<file path="config.mk">
export PLATFORM = sky130hd
export DESIGN_NAME = acqbuf_writer_flat
export DESIGN_NICKNAME = d
export VERILOG_FILES = /design/src/rtl/acqbuf_writer_if.sv /design/src/rtl/acqbuf_writer.sv /design/src/flat_wrapper.sv
export SDC_FILE = /design/constraint.sdc
export NUM_CORES = 1
export LEC_CHECK = 0
export CAP_MARGIN = 5
export CORE_UTILIZATION = 40
export DETAILED_ROUTE_END_ITERATION = 12
export PLACE_DENSITY = 0.67
export SLEW_MARGIN = 25
export SYNTH_ARGS = -nofsm -noshare
export SYNTH_HDL_FRONTEND = slang
export SYNTH_SLANG_ARGS = --single-unit
</file>
<file path="constraint.sdc">
create_clock -name clk -period 4.25 [get_ports clk]
set_input_delay 1.0625 -clock clk [delete_from_list [all_inputs] [get_ports clk]]
set_output_delay 1.0625 -clock clk [all_outputs]
set_load 0.01 [all_outputs]
</file>
<file path="src/rtl/acqbuf_writer_if.sv">
// Acquisition-buffer BRAM write port.
//   master: addr_acqbuf, data_acqbuf, we_acqbuf driven by the writer.
//   slave : the same signals as inputs, used by the BRAM or by an observer.
interface acqbuf_writer_if #(
  parameter int DATAWIDTH = 32,
  parameter int ADDRWIDTH = 12
) ();
  logic [ADDRWIDTH-1:0] addr_acqbuf;
  logic [DATAWIDTH-1:0] data_acqbuf;
  logic                 we_acqbuf;

  modport master (output addr_acqbuf, output data_acqbuf, output we_acqbuf);
  modport slave  (input  addr_acqbuf, input  data_acqbuf, input  we_acqbuf);
endinterface

</file>
<file path="src/rtl/acqbuf_writer.sv">
// Captures one selected sample stream into the acquisition buffer after a
// start strobe. The capture waits a programmable number of cycles, then writes
// one sample in every (decimator+1) cycles until all 2^ADDRWIDTH locations are
// filled.
// Ports:
//   clk, reset (async, active low)
//   src            : NCHAN packed sample streams
//   chansel, delayaftertrig, decimator : configuration, latched on accepted start
//   stb_start      : start strobe, honoured in IDLE only
//   acqbufreset    : synchronous abort/rearm, highest priority
//   wr (master)    : BRAM write port (addr_acqbuf, data_acqbuf, we_acqbuf)
//   busy, done     : status
module acqbuf_writer #(
  parameter int NCHAN     = 4,
  parameter int DATAWIDTH = 32,
  parameter int ADDRWIDTH = 12
) (
  input  logic                       clk,
  input  logic                       reset,
  input  logic [NCHAN*DATAWIDTH-1:0] src,
  input  logic [15:0]                chansel,
  input  logic                       stb_start,
  input  logic [31:0]                delayaftertrig,
  input  logic [15:0]                decimator,
  input  logic                       acqbufreset,
  acqbuf_writer_if.master            wr,
  output logic                       busy,
  output logic                       done
);

  typedef enum logic [1:0] {S_IDLE, S_DELAY, S_CAPTURE, S_DONE} state_e;

  state_e                 state_q, state_d;
  logic [15:0]            chsel_q, chsel_d;
  logic [31:0]            delay_q, delay_d;
  logic [15:0]            dec_q, dec_d;
  logic [31:0]            dcnt_q, dcnt_d;
  logic [15:0]            deccnt_q, deccnt_d;
  logic [ADDRWIDTH-1:0]   widx_q, widx_d;
  logic [ADDRWIDTH-1:0]   addr_q, addr_d;
  logic [DATAWIDTH-1:0]   data_q, data_d;
  logic                   we_q, we_d;
  logic                   busy_q, busy_d;
  logic                   done_q, done_d;
  logic [DATAWIDTH-1:0]   sample;

  // Out-of-range channel indices fall through to zero data.
  always_comb begin
    sample = '0;
    for (int unsigned i = 0; i < NCHAN; i++) begin
      if (chsel_q == 16'(i)) sample = src[i*DATAWIDTH +: DATAWIDTH];
    end
  end

  always_comb begin
    state_d  = state_q;
    chsel_d  = chsel_q;
    delay_d  = delay_q;
    dec_d    = dec_q;
    dcnt_d   = dcnt_q;
    deccnt_d = deccnt_q;
    widx_d   = widx_q;
    addr_d   = addr_q;
    data_d   = data_q;
    we_d     = 1'b0;

    if (acqbufreset) begin
      state_d = S_IDLE;
      widx_d  = '0;
      addr_d  = '0;
    end else begin
      case (state_q)
        S_IDLE: begin
          if (stb_start) begin
            chsel_d  = chansel;
            delay_d  = delayaftertrig;
            dec_d    = decimator;
            dcnt_d   = '0;
            deccnt_d = '0;
            state_d  = (delayaftertrig != '0) ? S_DELAY : S_CAPTURE;
          end
        end
        S_DELAY: begin
          // Compare against D-1 so that exactly D cycles are spent here.
          if (dcnt_q == delay_q - 32'd1) state_d = S_CAPTURE;
          else                           dcnt_d  = dcnt_q + 32'd1;
        end
        S_CAPTURE: begin
          deccnt_d = (deccnt_q == dec_q) ? '0 : deccnt_q + 16'd1;
          if (deccnt_q == '0) begin
            we_d   = 1'b1;
            addr_d = widx_q;
            data_d = sample;
            widx_d = widx_q + 1'b1;
            if (widx_q == '1) state_d = S_DONE;
          end
        end
        default: ;
      endcase
    end

    busy_d = (state_d == S_DELAY) || (state_d == S_CAPTURE);
    done_d = (state_d == S_DONE);
  end

  always_ff @(posedge clk or negedge reset) begin
    if (!reset) begin
      state_q  <= S_IDLE;
      chsel_q  <= '0;
      delay_q  <= '0;
      dec_q    <= '0;
      dcnt_q   <= '0;
      deccnt_q <= '0;
      widx_q   <= '0;
      addr_q   <= '0;
      data_q   <= '0;
      we_q     <= 1'b0;
      busy_q   <= 1'b0;
      done_q   <= 1'b0;
    end else begin
      state_q  <= state_d;
      chsel_q  <= chsel_d;
      delay_q  <= delay_d;
      dec_q    <= dec_d;
      dcnt_q   <= dcnt_d;
      deccnt_q <= deccnt_d;
      widx_q   <= widx_d;
      addr_q   <= addr_d;
      data_q   <= data_d;
      we_q     <= we_d;
      busy_q   <= busy_d;
      done_q   <= done_d;
    end
  end

  assign wr.addr_acqbuf = addr_q;
  assign wr.data_acqbuf = data_q;
  assign wr.we_acqbuf   = we_q;
  assign busy           = busy_q;
  assign done           = done_q;

endmodule

</file>
<file path="src/flat_wrapper.sv">
// flat-port wrapper written by rule: the top's interface ports become plain ports
module acqbuf_writer_flat 
#(
  parameter int NCHAN     = 4,
  parameter int DATAWIDTH = 32,
  parameter int ADDRWIDTH = 12
)
  (clk, reset, src, chansel, stb_start, delayaftertrig, decimator, acqbufreset, busy, done, wr_addr_acqbuf, wr_data_acqbuf, wr_we_acqbuf);
  acqbuf_writer_if #(.DATAWIDTH(DATAWIDTH), .ADDRWIDTH(ADDRWIDTH)) wr_i ();
  input  logic clk;
  input  logic reset;
  input  logic [NCHAN*DATAWIDTH-1:0] src;
  input  logic [15:0] chansel;
  input  logic stb_start;
  input  logic [31:0] delayaftertrig;
  input  logic [15:0] decimator;
  input  logic acqbufreset;
  output logic busy;
  output logic done;
  output wire logic [$bits(wr_i.addr_acqbuf)-1:0] wr_addr_acqbuf;
  output wire logic [$bits(wr_i.data_acqbuf)-1:0] wr_data_acqbuf;
  output wire logic [$bits(wr_i.we_acqbuf)-1:0] wr_we_acqbuf;
  assign wr_addr_acqbuf = wr_i.addr_acqbuf;
  assign wr_data_acqbuf = wr_i.data_acqbuf;
  assign wr_we_acqbuf = wr_i.we_acqbuf;
  acqbuf_writer #(.NCHAN(NCHAN), .DATAWIDTH(DATAWIDTH), .ADDRWIDTH(ADDRWIDTH)) u_core (.clk(clk), .reset(reset), .src(src), .chansel(chansel), .stb_start(stb_start), .delayaftertrig(delayaftertrig), .decimator(decimator), .acqbufreset(acqbufreset), .wr(wr_i), .busy(busy), .done(done));
endmodule
</file>
==> reports/qor.csv, run 1 <==
stage,metric,value,unit
global_routing,initial antenna violation count,0,
sta,worst relative slew slack,0.487,
placement,Placer Congestion,0.935,
setup_path,FF-to-FF Start,u_core.delay_q[0],
power,worst vdd ir,0.242,mV
worst_hold_path,WHS Path Cells,2,
sta,final setup vio count,0,
power,pwr/cell area,350,nW/um^2
global_routing,vias in the first global route,9018,
die,Starting Density,0.409,
routing,Iter 0 DRT Violations,604,
setup_path,crit path max fanout,13,
logic_synthesis,"Top FF cell, synth",dfrtp_1,
routing,Final ANT Viol Nets,0,
finish,P&R area growth vs syn,34.4,%
finish,"commonest non-fill, non-tap cell in the layout",nand2_1,
logic_synthesis,ys async rst share,1.00,
worst_hold_path,hold wc startpoint,u_core.wr.data_acqbuf[10],
routing,WL final,29800,um
die,die area,25600,sq um
finish,final-stage net count,1530,
setup_path,crit path kind,reg -> reg,
logic_synthesis,"flops & latches, synth",173,
logic_synthesis,sequential area share after synthesis,0.434,
logic_synthesis,post-synth net total,1318,
global_routing,gr ovfl total,0,
clocking,clock buffer depth,2,
die,row count,57,
power,Pleak,0.00576,uW
die,DIE HEIGHT,160,um
routing,Initial DRT Pass Iterations,5,
global_routing,largest net degree at the start of global routing,94,
die,Core ar.,24400,sq um
setup_path,CP arrival,4.06,ns
clocking,CTS root buf,clkbuf_16,
clocking,"Reg clk slew, reported paths",0.07,ns
setup_path,Startpoint Class,flip-flop,
clocking,clk sink count,173,
clocking,cts bufs inserted,17,
run_status,status,"finished, final reports clean",
finish,# fillers,2239,
setup_path,FF-to-FF End,u_core.dcnt_q[12],
routing,routed vias,9058,
global_routing,first-pass GRT wire length,47900,um
die,Ports,243,
sta,clk_skew,0.0124,ns
sta,Final min period,3.78,ns
setup_path,Reg2Reg Depth,12,
clocking,CTS tree,done,
setup_path,Crit. End Element,flip-flop,
setup_path,FF-to-FF setup slack,0.47,ns
sta,Setup TNS Final,0,ns
routing,mean number of vias per cell,5.44,
logic_synthesis,Yosys cell types,68,
routing,# DRC,0,
logic_synthesis,Post-Synthesis Cells,1116,
placement,placed wire-length estimate,22800,um
sta,Final Hold Vio Count,0,
clocking,level count of the clock H-tree,4,
logic_synthesis,"EDFF count, synth",0,
finish,layout cell share with drive strength beyond 1,0.0753,
finish,# diodes,0,
finish,Storage cell area,4330,sq um
sta,WHS,0.466,ns
sta,"Slew Viols, Final",0,
flow_run,Max Cap Viol,0,
logic_synthesis,Post-Syn Area,9980,sq um
clocking,clk_lat worst skew,0.43,ns
clocking,Post-CTS Hold Buffers,0,
sta,unrepaired setup endpoints after global routing,false,
finish,multi-input logic area,5350,sq um
die,Die Wd,160,um
sta,Slew @ Worst Pin,0.767,ns
sta,Max Freq,265,MHz
setup_path,CP Data Required Time,4.53,ns
worst_hold_path,worst hold-check path type,reg -> reg,
routing,wire per inst,17.9,um
logic_synthesis,Synth Warn #,0,
placement,port bufs,242,
global_routing,GRT Total Usage,0.238,
clocking,Resized Gates After CTS,0,
sta,Final Cycle Share,0.890,
logic_synthesis,Synth Area per Inst,8.94,sq um
worst_hold_path,hold path endpoint,u_core.wr.data_acqbuf[10],
clocking,Post-CTS Setup Inserts,0,
finish,most frequent cells in the layout,"293 x nand2_1, 241 x clkdlybuf4s50_1, 172 x dfrtp_1",
[cell usage after synthesis (15+ instances only)]
master | instances | share of area
nand2_1 | 294 | 0.11
dfrtp_1 | 173 | 0.43
nor2_1 | 64 | 0.024
nand3_1 | 60 | 0.030
clkbuf_1 | 58 | 0.022
xor2_1 | 47 | 0.041
o21ai_0 | 41 | 0.021
a21oi_1 | 38 | 0.019
mux4_2 | 32 | 0.072
xnor2_1 | 30 | 0.026
nor4_1 | 27 | 0.017
nand4_1 | 25 | 0.016
or3_1 | 25 | 0.016
and3_1 | 19 | 0.012
nor3_1 | 19 | 0.0095
mux2i_1 | 17 | 0.017
or4_1 | 15 | 0.011
[kinds of logic after synthesis]
family / synth area share
and+or+nand+nor: 0.284
DFF: 0.434
AOI/OAI and AO/OA: 0.0843
buffers and inverters: 0.0322
xor gates and xnor gates: 0.0676
muxes: 0.0904
adders and majority gates: 0.00752
[worst max-delay path by stage]
stage / depth (start not counted) / end / from / slack (ns)
2_1_floorplan: 11 / u_core.busy / u_core.delay_q[0] / 1.09
3_3_place_gp: 12 / u_core.dcnt_q[12] / u_core.delay_q[0] / 0.63
3_5_place_dp: 12 / u_core.dcnt_q[14] / u_core.delay_q[0] / 0.55
4_1_cts: 12 / u_core.busy / u_core.delay_q[0] / 0.52
5_1_grt: 12 / u_core.busy / u_core.delay_q[0] / 0.23
6_report: 12 / u_core.dcnt_q[12] / u_core.delay_q[0] / 0.47
[sequential cells by signal, summed over array words and instances, names as in the netlist]
register and count:
u_core.dcnt_q 32, u_core.delay_q 32, u_core.wr.data_acqbuf 32, u_core.chsel_q 16
u_core.dec_q 16, u_core.deccnt_q 16, u_core.widx_q 12, u_core.wr.addr_acqbuf 12
u_core.state_q 2, u_core.busy 1, u_core.done 1, u_core.wr.we_acqbuf 1
[final cells by class]
class / count / share of cell area
Clock buffer: 21 / 0.0343
Clock inverter: 11 / 0.0160
Inverter: 13 / 0.00364
Multi-Input combinational cell: 861 / 0.399
Sequential cell: 173 / 0.323
Tap cell: 324 / 0.0302
Timing Repair Buffer: 262 / 0.194
[stage by stage]
step	util	instance area, sq um	cells	setup slack, ns	total power (uW)
after global placement	0.522	12700	1633	0.627	2920
after global routing	0.550	13400	1665	0.225	4910
final	0.550	13400	1665	0.470	4700
after floorplan	-	9980	1116	1.09	2520
after detailed placement	0.522	12700	1633	0.548	2940
after CTS	0.550	13400	1665	0.516	4730
[worst max-delay path, cell delays in order, from the launching register on]
cell and delay [ns]:
dfrtp_1 0.43, inv_1 0.12, ha_1 0.31, nor4b_1 0.31
buf_4 0.20, nand4_1 0.21, nor4_1 0.34, mux2i_1 0.39
o211ai_1 0.20, a2111oi_4 0.46, a21o_1 0.42, or4_1 0.17
a21oi_1 0.06
[where the power goes]
part	total, uW	leakage [uW]	internal [uW]	switching, uW
Sequential	1950	0.00231	1760	184
Combinational	958	0.00312	510	448
Clock	1790	0.000323	1130	655
[per-layer routing]
layer / GRT usage / vias up / wire (um)
met5: 0 / - / 0
met4: 0.0935 / 0 / 982
met2: 0.421 / 278 / 15300
met3: 0.0455 / 45 / 1490
met1: 0.286 / 4375 / 12100
li1: - / 4360 / -
(Power assumes the default switching activity.)
==> inputs of run 2 (changes only) <==
Settings changed: CORE_UTILIZATION 40 to 35, PLACE_DENSITY 0.67 to unset.
==> run 2 against run 1 <==
Against the previous run:
- global-route usage down 1.4 points
- design area fell by 0.38%
- largest power group unchanged
- sequential cell count unchanged
- register-to-register slack better by 0.02 ns
- via count grew 0.15%
==> reports/qor.csv, run 2 (synthesized netlist as in run 1, its figures left out) <==
stage,metric,value,unit
power,P_sw,1370,uW
finish,"commonest non-fill, non-tap cell in the layout",nand2_1,
finish,layout cell share with drive strength beyond 1,0.0774,
routing,# DRC,0,
sta,Max Freq,266,MHz
routing,Iter 0 DRT Violations,536,
routing,WL final,31500,um
clocking,level count of the clock H-tree,4,
power,combinational power share,0.213,
routing,mean number of vias per cell,5.27,
placement,Placer Congestion,0.901,
finish,Util after Layout,0.478,
clocking,clock buffer depth,2,
global_routing,largest net degree at the start of global routing,95,
sta,Worst Slack Setup Final,0.487,ns
die,Ports,243,
power,pwr/cell area,331,nW/um^2
sta,clk_skew,0.0105,ns
placement,Setup Slack @ Placement,0.599,ns
power,Pint,3050,uW
clocking,clk_lat worst skew,0.43,ns
setup_path,CP Data Required Time,4.60,ns
global_routing,gr ovfl total,0,
clocking,CTS tree,done,
clocking,Post-CTS Setup Inserts,0,
sta,worst relative slew slack,0.375,
power,worst vdd ir,0.307,mV
clocking,cts bufs inserted,17,
die,Die Wd,171,um
run_status,status,"finished, final reports clean",
global_routing,vias in the first global route,9058,
clocking,clk sink count,173,
placement,Inst Count DP,1690,
die,row count,61,
setup_path,CP arrival,4.11,ns
sta,Slew @ Worst Pin,0.938,ns
routing,wire per inst,18.3,um
power,Flop pwr share,0.444,
finish,fin cells,1722,
finish,# diodes,0,
global_routing,first-pass GRT wire length,50200,um
clocking,"Reg clk slew, reported paths",0.07,ns
setup_path,Startpoint Class,flip-flop,
routing,routed vias,9072,
sta,"Slew Viols, Final",0,
finish,most frequent cells in the layout,"293 x nand2_1, 241 x clkdlybuf4s50_1, 172 x dfrtp_1",
worst_hold_path,worst hold-check path type,reg -> reg,
global_routing,GRT Total Usage,0.225,
die,Starting Density,0.357,
power,clock network power share,0.343,
sta,final setup vio count,0,
finish,final-stage net count,1533,
die,DIE HEIGHT,171,um
setup_path,crit path kind,reg -> reg,
power,Pleak,0.00571,uW
placement,placed wire-length estimate,24000,um
setup_path,Crit. End Element,flip-flop,
flow_run,Max Cap Viol,0,
clocking,CTS root buf,clkbuf_16,
die,Core ar.,27900,sq um
clocking,Resized Gates After CTS,0,
global_routing,initial antenna violation count,0,
setup_path,crit path max fanout,25,
power,Sw Ratio,0.310,
sta,Final Hold Vio Count,0,
power,Final Total Pwr,4420,uW
finish,P&R area growth vs syn,33.8,%
clocking,Post-CTS Hold Buffers,0,
placement,port bufs,242,
finish,# fillers,2746,
sta,Final min period,3.76,ns
die,die area,29200,sq um
sta,Setup TNS Final,0,ns
sta,unrepaired setup endpoints after global routing,false,
routing,Initial DRT Pass Iterations,7,
sta,Final Cycle Share,0.885,
routing,Final ANT Viol Nets,0,
[run 2: cell types whose count changed in the layout (fill, tap and decap cells not counted)]
cell       delta
clkinv_4      +2
and2_2        -1
dfrtp_2       -1
inv_8         +4
clkbuf_8      -2
buf_4         +5
buf_12        -2
inv_6         +4
clkinv_2      -2
bufinv_16     -6
dfrtp_4       +1
and2_4        +1
[run 2: final cells by class]
class                      instances  area, sq um  share of cell area
tap                              378          473              0.0354
timing repair buffer             265         2600               0.194
inverter                          13         48.8             0.00365
clock inverter                    13          121             0.00909
sequential                       173         4330               0.324
multi-input combinational        861         5350               0.401
clock buffer                      19          433              0.0324
[run 2: path summary, 6_finish.rpt]
path,endpoint,startpoint,cells after the start,slack [ns]
max,u_core.dcnt_q[29],u_core.delay_q[0],13,0.49
min,u_core.wr.data_acqbuf[9],u_core.wr.data_acqbuf[9],2,0.47
max reg2reg,u_core.dcnt_q[29],u_core.delay_q[0],13,0.49
min reg2reg,u_core.wr.data_acqbuf[9],u_core.wr.data_acqbuf[9],2,0.47
max in group asynchronous,u_core.deccnt_q[13],reset,2,2.63
min in group asynchronous,u_core.dcnt_q[25],reset,1,0.72
[run 2: per-stage QoR]
| stage | area, sq um | hold WS, ns |
|---|---|---|
| 2_1_floorplan | 9980 | 0.437 |
| 3_3_place_gp | 12800 | 0.450 |
| 3_5_place_dp | 12800 | 0.455 |
| 4_1_cts | 13400 | 0.472 |
| 5_1_grt | 13400 | 0.493 |
| 6_report | 13400 | 0.468 |
[run 2: per-layer routing]
layer  wire [um]  track usage  vias to the layer above  part of all wire
li1            -            -                     4371                 -
met1       12500        0.268                     4376              0.40
met2       16700        0.404                      283              0.53
met3        1550       0.0446                       42             0.049
met4         813       0.0734                        0             0.026
met5           0            0                        -                 0
[run 2: critical path: stages (launching register included)]
cell     delay [ns]
dfrtp_1        0.43
inv_1          0.12
ha_1           0.29
nor4b_1        0.27
buf_4          0.20
and3_1         0.23
nor4b_1        0.40
mux2i_1        0.52
nor3_1         0.15
nand4_1        0.14
nor2_2         0.05
buf_4          0.20
or4_1          0.51
a21oi_1        0.15
[run 2: power groups by stage]
stage	logic, uW	registers (uW)	clock network, uW
5_1_grt	1030	1990	1620
6_report	940	1960	1520
2_1_floorplan	650	1870	0
3_5_place_dp	942	1990	0
4_1_cts	948	1960	1550
3_3_place_gp	938	1990	0
